===== src/rtl/sdram_arbiter.sv =====
// sdram_arbiter: fixed-priority (AREF > WRITE > READ) command arbiter that
// grants the SDRAM command/address pins to one sub-controller at a time,
// emits a one-cycle enable pulse to the granted engine, and recovers the bus
// through a per-grant watchdog if the engine never reports done.
module sdram_arbiter #(
  parameter int ADDR_BITS = 12,
  parameter int BA_BITS   = 2,
  parameter int TIMEOUT   = 64
) (
  input  logic                 sdram_clk,
  input  logic                 rst_n,
  input  logic                 init_done,
  input  logic [3:0]           init_cmd,
  input  logic [ADDR_BITS-1:0] init_addr,
  input  logic                 aref_req,
  input  logic                 aref_done,
  input  logic [3:0]           aref_cmd,
  input  logic [ADDR_BITS-1:0] aref_addr,
  input  logic                 wr_req,
  input  logic                 wr_done,
  input  logic [3:0]           wr_cmd,
  input  logic [ADDR_BITS-1:0] wr_addr,
  input  logic [BA_BITS-1:0]   wr_ba,
  input  logic                 rd_req,
  input  logic                 rd_done,
  input  logic [3:0]           rd_cmd,
  input  logic [ADDR_BITS-1:0] rd_addr,
  input  logic [BA_BITS-1:0]   rd_ba,
  output logic                 aref_en,
  output logic                 wr_en,
  output logic                 rd_en,
  output logic [3:0]           sdram_cmd,
  output logic [ADDR_BITS-1:0] sdram_addr,
  output logic [BA_BITS-1:0]   sdram_ba,
  output logic                 busy,
  output logic                 timeout_err
);

  localparam logic [3:0] CMD_NOP = 4'b0111;
  localparam logic [7:0] WD_LAST = 8'(TIMEOUT - 1);

  typedef enum logic [2:0] {
    S_INIT,
    S_IDLE,
    S_AREF,
    S_WRITE,
    S_READ
  } state_e;

  state_e     state_q;
  logic       aref_en_q;
  logic       wr_en_q;
  logic       rd_en_q;
  logic       timeout_err_q;
  logic [7:0] wd_q;

  logic       grant_done;
  logic       wd_expired;

  // Done pulse of the engine currently holding the bus; others are ignored.
  always_comb begin
    grant_done = 1'b0;
    case (state_q)
      S_AREF:  grant_done = aref_done;
      S_WRITE: grant_done = wr_done;
      S_READ:  grant_done = rd_done;
      default: grant_done = 1'b0;
    endcase
  end

  assign wd_expired = (wd_q == WD_LAST);

  // Arbitration FSM with registered grant pulses, error pulse and watchdog.
  always_ff @(posedge sdram_clk or negedge rst_n) begin
    if (!rst_n) begin
      state_q       <= S_INIT;
      aref_en_q     <= 1'b0;
      wr_en_q       <= 1'b0;
      rd_en_q       <= 1'b0;
      timeout_err_q <= 1'b0;
      wd_q          <= '0;
    end else begin
      aref_en_q     <= 1'b0;
      wr_en_q       <= 1'b0;
      rd_en_q       <= 1'b0;
      timeout_err_q <= 1'b0;
      case (state_q)
        S_INIT: begin
          if (init_done) begin
            state_q <= S_IDLE;
          end
        end
        S_IDLE: begin
          if (aref_req) begin
            state_q   <= S_AREF;
            aref_en_q <= 1'b1;
            wd_q      <= '0;
          end else if (wr_req) begin
            state_q <= S_WRITE;
            wr_en_q <= 1'b1;
            wd_q    <= '0;
          end else if (rd_req) begin
            state_q <= S_READ;
            rd_en_q <= 1'b1;
            wd_q    <= '0;
          end
        end
        S_AREF, S_WRITE, S_READ: begin
          // A done coinciding with expiry is a normal completion.
          if (grant_done) begin
            state_q <= S_IDLE;
          end else if (wd_expired) begin
            state_q       <= S_IDLE;
            timeout_err_q <= 1'b1;
          end else begin
            wd_q <= wd_q + 8'd1;
          end
        end
        default: begin
          state_q <= S_INIT;
        end
      endcase
    end
  end

  // Pin mux: zero-latency pass-through of the granted engine's outputs.
  always_comb begin
    sdram_cmd  = CMD_NOP;
    sdram_addr = '0;
    sdram_ba   = '0;
    case (state_q)
      S_INIT: begin
        sdram_cmd  = init_cmd;
        sdram_addr = init_addr;
      end
      S_AREF: begin
        sdram_cmd  = aref_cmd;
        sdram_addr = aref_addr;
      end
      S_WRITE: begin
        sdram_cmd  = wr_cmd;
        sdram_addr = wr_addr;
        sdram_ba   = wr_ba;
      end
      S_READ: begin
        sdram_cmd  = rd_cmd;
        sdram_addr = rd_addr;
        sdram_ba   = rd_ba;
      end
      default: begin
        sdram_cmd  = CMD_NOP;
        sdram_addr = '0;
        sdram_ba   = '0;
      end
    endcase
  end

  assign busy        = (state_q != S_IDLE);
  assign aref_en     = aref_en_q;
  assign wr_en       = wr_en_q;
  assign rd_en       = rd_en_q;
  assign timeout_err = timeout_err_q;

endmodule


===== config.mk =====
export PLATFORM = sky130hd
export DESIGN_NAME = sdram_arbiter
export DESIGN_NICKNAME = d
export VERILOG_FILES = /design/src/rtl/sdram_arbiter.sv
export SDC_FILE = /design/constraint.sdc
export NUM_CORES = 1
export LEC_CHECK = 0
export CORE_MARGIN = 4
export CORE_UTILIZATION = 32
export DETAILED_ROUTE_END_ITERATION = 12
export PLACE_DENSITY = 0.76
export SKIP_CTS_REPAIR_TIMING = 1
export SYNTH_ARGS = -nofsm -noshare
export SYNTH_HDL_FRONTEND = slang
export SYNTH_SLANG_ARGS = --single-unit
export TNS_END_PERCENT = 10

===== constraint.sdc =====
create_clock -name sdram_clk -period 1.85 [get_ports sdram_clk]
set_clock_uncertainty 0.05 [all_clocks]
set_input_delay 0.37 -clock sdram_clk [delete_from_list [all_inputs] [get_ports sdram_clk]]
set_output_delay 0.37 -clock sdram_clk [all_outputs]
set_load 0.05 [all_outputs]

== Word-level counts from Yosys, hierarchy flattened ==
Cells that the tools add are included.
Widths: inputs -> output; s select.
Storage, ports and cells
  register bits: 15
  input bits: 77
  output and inout port bits: 23
  logic and storage cells: 52
Operators by class
  add/sub/neg operators: 1
  equal/unequal tests: 11
  muxes and demuxes: 29
  reductions and logical operators: 5
Operator list (count)
  $pmux 12 s4: 1
  $mux 8: 5
  $mux 3: 6
  $pmux 4 s4: 1
  $pmux 8 s2: 1
  $mux 1: 12
  $pmux 3 s3: 1
  $add 8x1->8 const B: 1
  $eq 8x6->1 const B: 1
  $eq 3x2->1 const B: 2
  $ne 2x2->1 const B: 3
  $ne 4x4->1 const B: 1
  $pmux 2 s2: 1
  $reduce_and 4->1: 1
  $eq 3x1->1 const B: 1
  $eq 3x3->1 const B: 1
  $logic_not 3->1: 1
  $ne 3x1->1 const B: 1
  $ne 3x3->1 const B: 1
  $pmux 1 s3: 1
  $reduce_and 3->1: 1
  $reduce_or 3->1: 1
  $reduce_bool 2->1: 1

== Logic depth before layout (Yosys ltp) ==
Gate-level depths: netlist (run 1).
  word-level depth: 4
  depth in mapped cells: 7
  mapped depth without buffers: 5

== Worst setup path after synthesis (run 1) ==
No wires, ideal clock.
  kind: register to output
  start: register state_q[2]
  end: output sdram_addr[10]
  arrival: 2.213 ns
  data required time: 1.430 ns
  slack: -0.783 ns
  stages on the path, launching flop included: 6
  path buffers: 2
  path through: dfrtp_1 -> buf_6 -> nor2b_1 -> clkbuf_1 -> a21oi_1 -> o21ai_0
Between the ends
  word-level cells in the longest chain between the ends: 2
  elaborated cells on any way between the ends: 5
  classes of those cells: 3 x eq/ne; 1 x mux; 1 x reduce/logical
Ends and longest elaborated chain
  start: declaration: line 50  | state_e state_q;
  start signal: assignment: line 76  | state_q <= S_INIT;
  start signal: assignment: line 90  | state_q <= S_IDLE;
  start signal: assignment: line 95  | state_q <= S_AREF;
  $eq 3x3->1, or another cell as far along: line 131  | case (state_q)
  $pmux 12 s4 (*): line 131
  end: declaration: line 33  | output logic [ADDR_BITS-1:0] sdram_addr,
Every way passes the cells marked *; elsewhere a longest branch is shown, timed or not.

== Final worst setup path (run 1) ==
  start: register state_q[1]
  end: output sdram_addr[10]
Same word-level chain as after synthesis.

==> results.yml, run 1 <==
run_status:
  status: "finished with violations"
  violations: "setup timing"
yosys:
  synth_top_area_share_pct: 25.4
  syn_area_sq_um: 1480
  synth.avg_cell_area_sq_um: 8.21
  ys_seq_elements: 15
  yosysWarnings: 0
  yosys.cell_types.count: 48
  async_reset_ff_share_pct: 100
  synth_area_leaders: "dfrtp_1 25%, mux2i_1 12%, o21ai_0 7.5%"
  synth_seq_area_share_pct: 25.4
  synthCells: 180
  synth-edff-count: 0
  synth_nets: 258
  synth_top_flop_cell: "dfrtp_1"
  synth_top_area_cell: "dfrtp_1"
die:
  die_x_um: 76.0
  core_area_sq_um: 4410
  io_pins: 100
  start_util_pct: 33.5
  die_area_sq_um: 5770
  die_h_um: 76.0
  rows: 24
worst_setup_path:
  crit_path_start_kind: "register"
  path_class: "register to output port"
  cp.arrival_ps: 1600
  path_max_fanout: 8
  crit_required_ps: 1430
  worst_setup_path_end_kind: "output port"
sta:
  rsz0062_at_grt: "yes"
  final.setup.worst_slack_ps: -168
  min_period_ps: 2020
  worst_pin_slew_ps: 370
  setup_viol: 27
  clock.fmax_mhz: 495
  relSlewSlack_pct: 75.3
  fin_crit_sh_pct: 109
  hold_viol_final: 0
  drv_slew: 0
cts:
  path_clk_slew_ps: 70
  cts-root-buf: "clkbuf_8"
  cts_sinks: 15
  cts_tree: "yes"
  clock_path_buffers: 2
  cts_inserted_buffers: 3
  htreeDepth: 1
  insertion_delay_ps: 250
global_route:
  antenna_found_initial: 0
  grt_pass1_vias: 1872
  grt_max_degree: 18
  grt_pass1_wl_um: 9940
  grtUsageTotal_pct: 20.6
  overflow: 0
finish:
  fin_nets: 390
  area_delta_synth_final_pct: 114
  fin_cells: 363
  diodes: 0
  drive_gt1_share_pct: 37.3
  post-route-util_pct: 71.5
detailed_routing:
  drtIter0Drc: 77
  drcViolationCount: 0
  wl_um: 6620
  drt-wirelength-per-cell_um: 18.2
  dr.pass1.iters: 4
  viasPerCell: 5.38
  vias: 1954
  antenna_left: 0
worst_hold_path:
  hp-class: "primary input to asynchronous set/reset pin"
placed_design:
  port_buffers: 99
  dpl.cell_count: 352
  gp_congestion: 0.898
  hpwl_um: 5060
  pre_cts_ws_ps: -178
pwr:
  leakage_nw: 1.31
  powerDensity_nw_per_um2: 1470
  power_mw: 4.63
  peakVddDrop_mv: 0.652
job:
  cap_viol_max_count: 0
synthesized netlist by cell type (2+ instances only):
master and n:
dfrtp_1 15, nand4_1 2, mux2i_1 17, nor2_1 20, clkbuf_1 6, nand3_1 4
o211ai_1 2, nor2b_1 5, nor3_2 2, o2111ai_1 2, buf_2 2, a21oi_1 14
o22a_1 4, nand2_1 17, o21ai_0 22, nor4_1 3, o2bb2ai_1 2, buf_6 3
a22o_1 3, o22ai_1 3, mux2_2 3, and3_1 3
area by class of cell:
type	instances	area, sq um
clock buffer	3	41.3
clock inverter	1	5.00
fill	338	1260
inverter	2	7.51
multi-input combinational	151	1160
sequential	15	379
tap	52	65.1
timing repair buffer	139	1500
sequential cells by signal (all words and copies together) (netlist names):
signal       flops
timeout_err      1
aref_en          1
rd_en            1
wr_en            1
wd_q             8
state_q          3
layer usage:
layer / track usage [%] / share of wire (%) / vias up
li1: - / - / 944
met1: 25.8 / 39 / 938
met2: 36.4 / 55 / 62
met3: 3.91 / 4.7 / 10
met4: 4.45 / 1.8 / 0
met5: 0 / 0 / -
report_power, final:
group	switching [mW]	internal, mW
Clock	0.120	0.149
Combinational	2.00	1.80
Sequential	0.135	0.433
Total	2.25	2.38
per-stage QoR:
step	area (sq um)	setup TNS (ps)	hold slack, ps
floorplan	1520	-2570	24.4
global placement	2910	-353	523
detailed placement	2910	-513	539
CTS	2950	-3050	385
global route	3160	-5510	413
finish	3160	-3210	376
cell families after synthesis:
logic type,count (synthesis),share of synthesized area (%)
compound gates,62,27.9
buf+inv,14,5.50
mux,20,13.8
flops,15,25.4
simple gates,68,26.5
fa+ha+maj,1,0.847
placed cells by master (no fill, tap or decap), types with 2 or more instances in the layout:
cell / n
clkdlybuf4s50_1: 76
buf_4: 37
nor2_1: 19
nand2_1: 17
buf_12: 17
o21ai_2: 16
mux2i_1: 16
dfrtp_1: 12
a21oi_1: 8
a21oi_2: 5
o21ai_0: 5
buf_6: 5
nand3_1: 4
o22a_1: 4
a22o_1: 3
mux2_2: 3
nor2b_1: 3
and3_1: 3
nor4_1: 3
clkbuf_8: 3
dfrtp_2: 3
nor3b_4: 2
o22ai_2: 2
a2111oi_2: 2
nor3_2: 2
nand4_1: 2
o2111ai_1: 2
o2bb2ai_1: 2
o211ai_1: 2
buf_8: 2
critical path, cell delays in order, from the launching register on:
cell and delay, ps:
dfrtp_2 450, buf_12 160, nand2_1 80, nor2_2 140, buf_4 170, nand2_1 90
o21ai_2 90, buf_12 160
worst paths after layout:
| path | from | to | slack, ps | cells after the start |
|---|---|---|---|---|
| min in group sdram_clk | wd_q[3] | wd_q[3] | 560 | 1 |
| setup / recovery | state_q[1] | sdram_addr[10] | -170 | 7 |
| hold reg to reg | wd_q[3] | wd_q[3] | 560 | 1 |
| max in group asynchronous | rst_n | state_q[0] | 1180 | 2 |
| setup reg to reg | state_q[1] | wd_q[5] | -90 | 8 |
| hold / removal | rst_n | wd_q[0] | 380 | 2 |
Power figures use the tool's default switching activity.
==> inputs of run 2 (changes only) <==
- CORE_ASPECT_RATIO: not set -> 0.6
==> results.yml, run 2 (same netlist as run 1, synthesis figures left out) <==
die:
  die_area_sq_um: 5800
  start_util_pct: 34.5
  die_h_um: 60.6
  io_pins: 100
  die_x_um: 95.7
  core_area_sq_um: 4280
  rows: 18
sta:
  hold_ws_ps: 381
  worst_pin_slew_ps: 359
  fin_crit_sh_pct: 112
  drv_slew: 0
  relSlewSlack_pct: 75.8
  final.setup.worst_slack_ps: -214
  setup_viol: 22
  min_period_ps: 2060
  clock.fmax_mhz: 484
  hold_viol_final: 0
  rsz0062_at_grt: "yes"
global_route:
  use_met2_pct: 31.6
  grt_pass1_wl_um: 9340
  overflow: 0
  grt_max_degree: 16
  grt_pass1_vias: 1778
  antenna_found_initial: 0
  busiest_layer: "met2"
  grtUsageTotal_pct: 20.7
  gr-usage-met3_pct: 3.84
  met1_usage_pct: 31.3
cts:
  htreeDepth: 1
  clock_path_buffers: 2
  cts_tree: "yes"
  cts_sinks: 15
  path_clk_slew_ps: 70
  cts-root-buf: "clkbuf_8"
  insertion_delay_ps: 250
  cts_inserted_buffers: 3
detailed_routing:
  viasPerCell: 5.24
  dr.pass1.iters: 5
  drtIter0Drc: 201
  drt-wirelength-per-cell_um: 17.4
  antenna_left: 0
  wl_um: 6420
  vias: 1938
  drcViolationCount: 0
worst_setup_path:
  worst_setup_path_end_kind: "output port"
  crit_path_start_kind: "register"
  path_max_fanout: 8
  path_class: "register to output port"
  cp.arrival_ps: 1640
  crit_required_ps: 1430
pwr:
  powerDensity_nw_per_um2: 1460
  leakage_nw: 1.28
  peakVddDrop_mv: 0.762
  power_mw: 4.55
worst_hold_path:
  hp-class: "primary input to asynchronous set/reset pin"
finish:
  post-route-util_pct: 72.8
  area_delta_synth_final_pct: 111
  final_cell_mix: "76 x clkdlybuf4s50_1, 35 x buf_4, 18 x nor2_1"
  fin_nets: 389
  largest_reg_flops: 8
  final_common_cell: "clkdlybuf4s50_1"
  reg_top3: "wd_q x8, state_q x3"
  diodes: 0
  largest_register: "wd_q"
  drive_gt1_share_pct: 34.8
placed_design:
  port_buffers: 99
  gp_congestion: 0.930
  hpwl_um: 5180
run_status:
  violations: "setup timing"
  status: "finished with violations"
job:
  cap_viol_max_count: 0
## run 2: changes by cell type in the layout (fill, tap and decap cells not counted), moves of 2 or more
| cell | previous run | this run |
|---|---|---|
| buf_12 | 17 | 15 |
| nor4_2 | 0 | 2 |
| o22ai_1 | 1 | 3 |
| a21oi_1 | 8 | 10 |
| buf_6 | 5 | 10 |
| o21ai_2 | 16 | 13 |
| buf_4 | 37 | 35 |
| o22ai_2 | 2 | 0 |
| nor4_1 | 3 | 1 |
| o21ai_0 | 5 | 7 |
## run 2: worst paths after layout
| check | cells after the start | slack, ps | to | startpoint |
|---|---|---|---|---|
| worst max-delay path | 7 | -210 | sdram_addr[3] | state_q[1] |
| worst min-delay path | 2 | 380 | wd_q[1] | rst_n |
| worst max register to register | 6 | -40 | wd_q[3] | state_q[1] |
| worst min register to register | 1 | 570 | wd_q[4] | wd_q[4] |
| max in group asynchronous | 2 | 1170 | state_q[0] | rst_n |
| min in group sdram_clk | 1 | 570 | wd_q[4] | wd_q[4] |
## run 2: final cells by class
| cell class | count | area (sq um) |
|---|---|---|
| multi-input combinational | 151 | 1140 |
| fill | 326 | 1160 |
| timing repair buffer | 138 | 1470 |
| inverter | 2 | 7.51 |
| sequential | 15 | 379 |
| tap | 60 | 75.1 |
| clock buffer | 3 | 41.3 |
| clock inverter | 1 | 7.51 |
## run 2: worst max-delay path, cell delays in order, from the launching register on
cell and delay, ps:
dfrtp_2 430, buf_4 160, buf_8 140, mux2i_2 150, nor2_2 120, a21oi_2 40, o21ai_2 170, buf_12 160
## run 2: where the power goes
group / switching (mW) / internal, mW
registers: 0.140 / 0.433
clock network: 0.130 / 0.152
logic: 1.96 / 1.74
total: 2.23 / 2.32
## run 2: through the flow
step	setup slack (ps)	cells	TNS, ps	area (sq um)
after floorplan	-227	180	-2570	1520
after global placement	-173	360	-469	2890
after detailed placement	-184	360	-1080	2890
after CTS	-323	364	-5170	2940
after global routing	-262	370	-4440	3120
final	-214	370	-2870	3120
## run 2: routing by layer
layer | up-vias | wire (um)
li1 | 943 | -
met1 | 904 | 2910
met2 | 87 | 2960
met3 | 4 | 549
met4 | 0 | 9
met5 | - | 0
==> inputs of run 3 (changes only) <==
- CAP_MARGIN: not set -> 20
==> results of run 3 <==
Same layout as run 2: the final DEF is identical, and so are final timing and power.
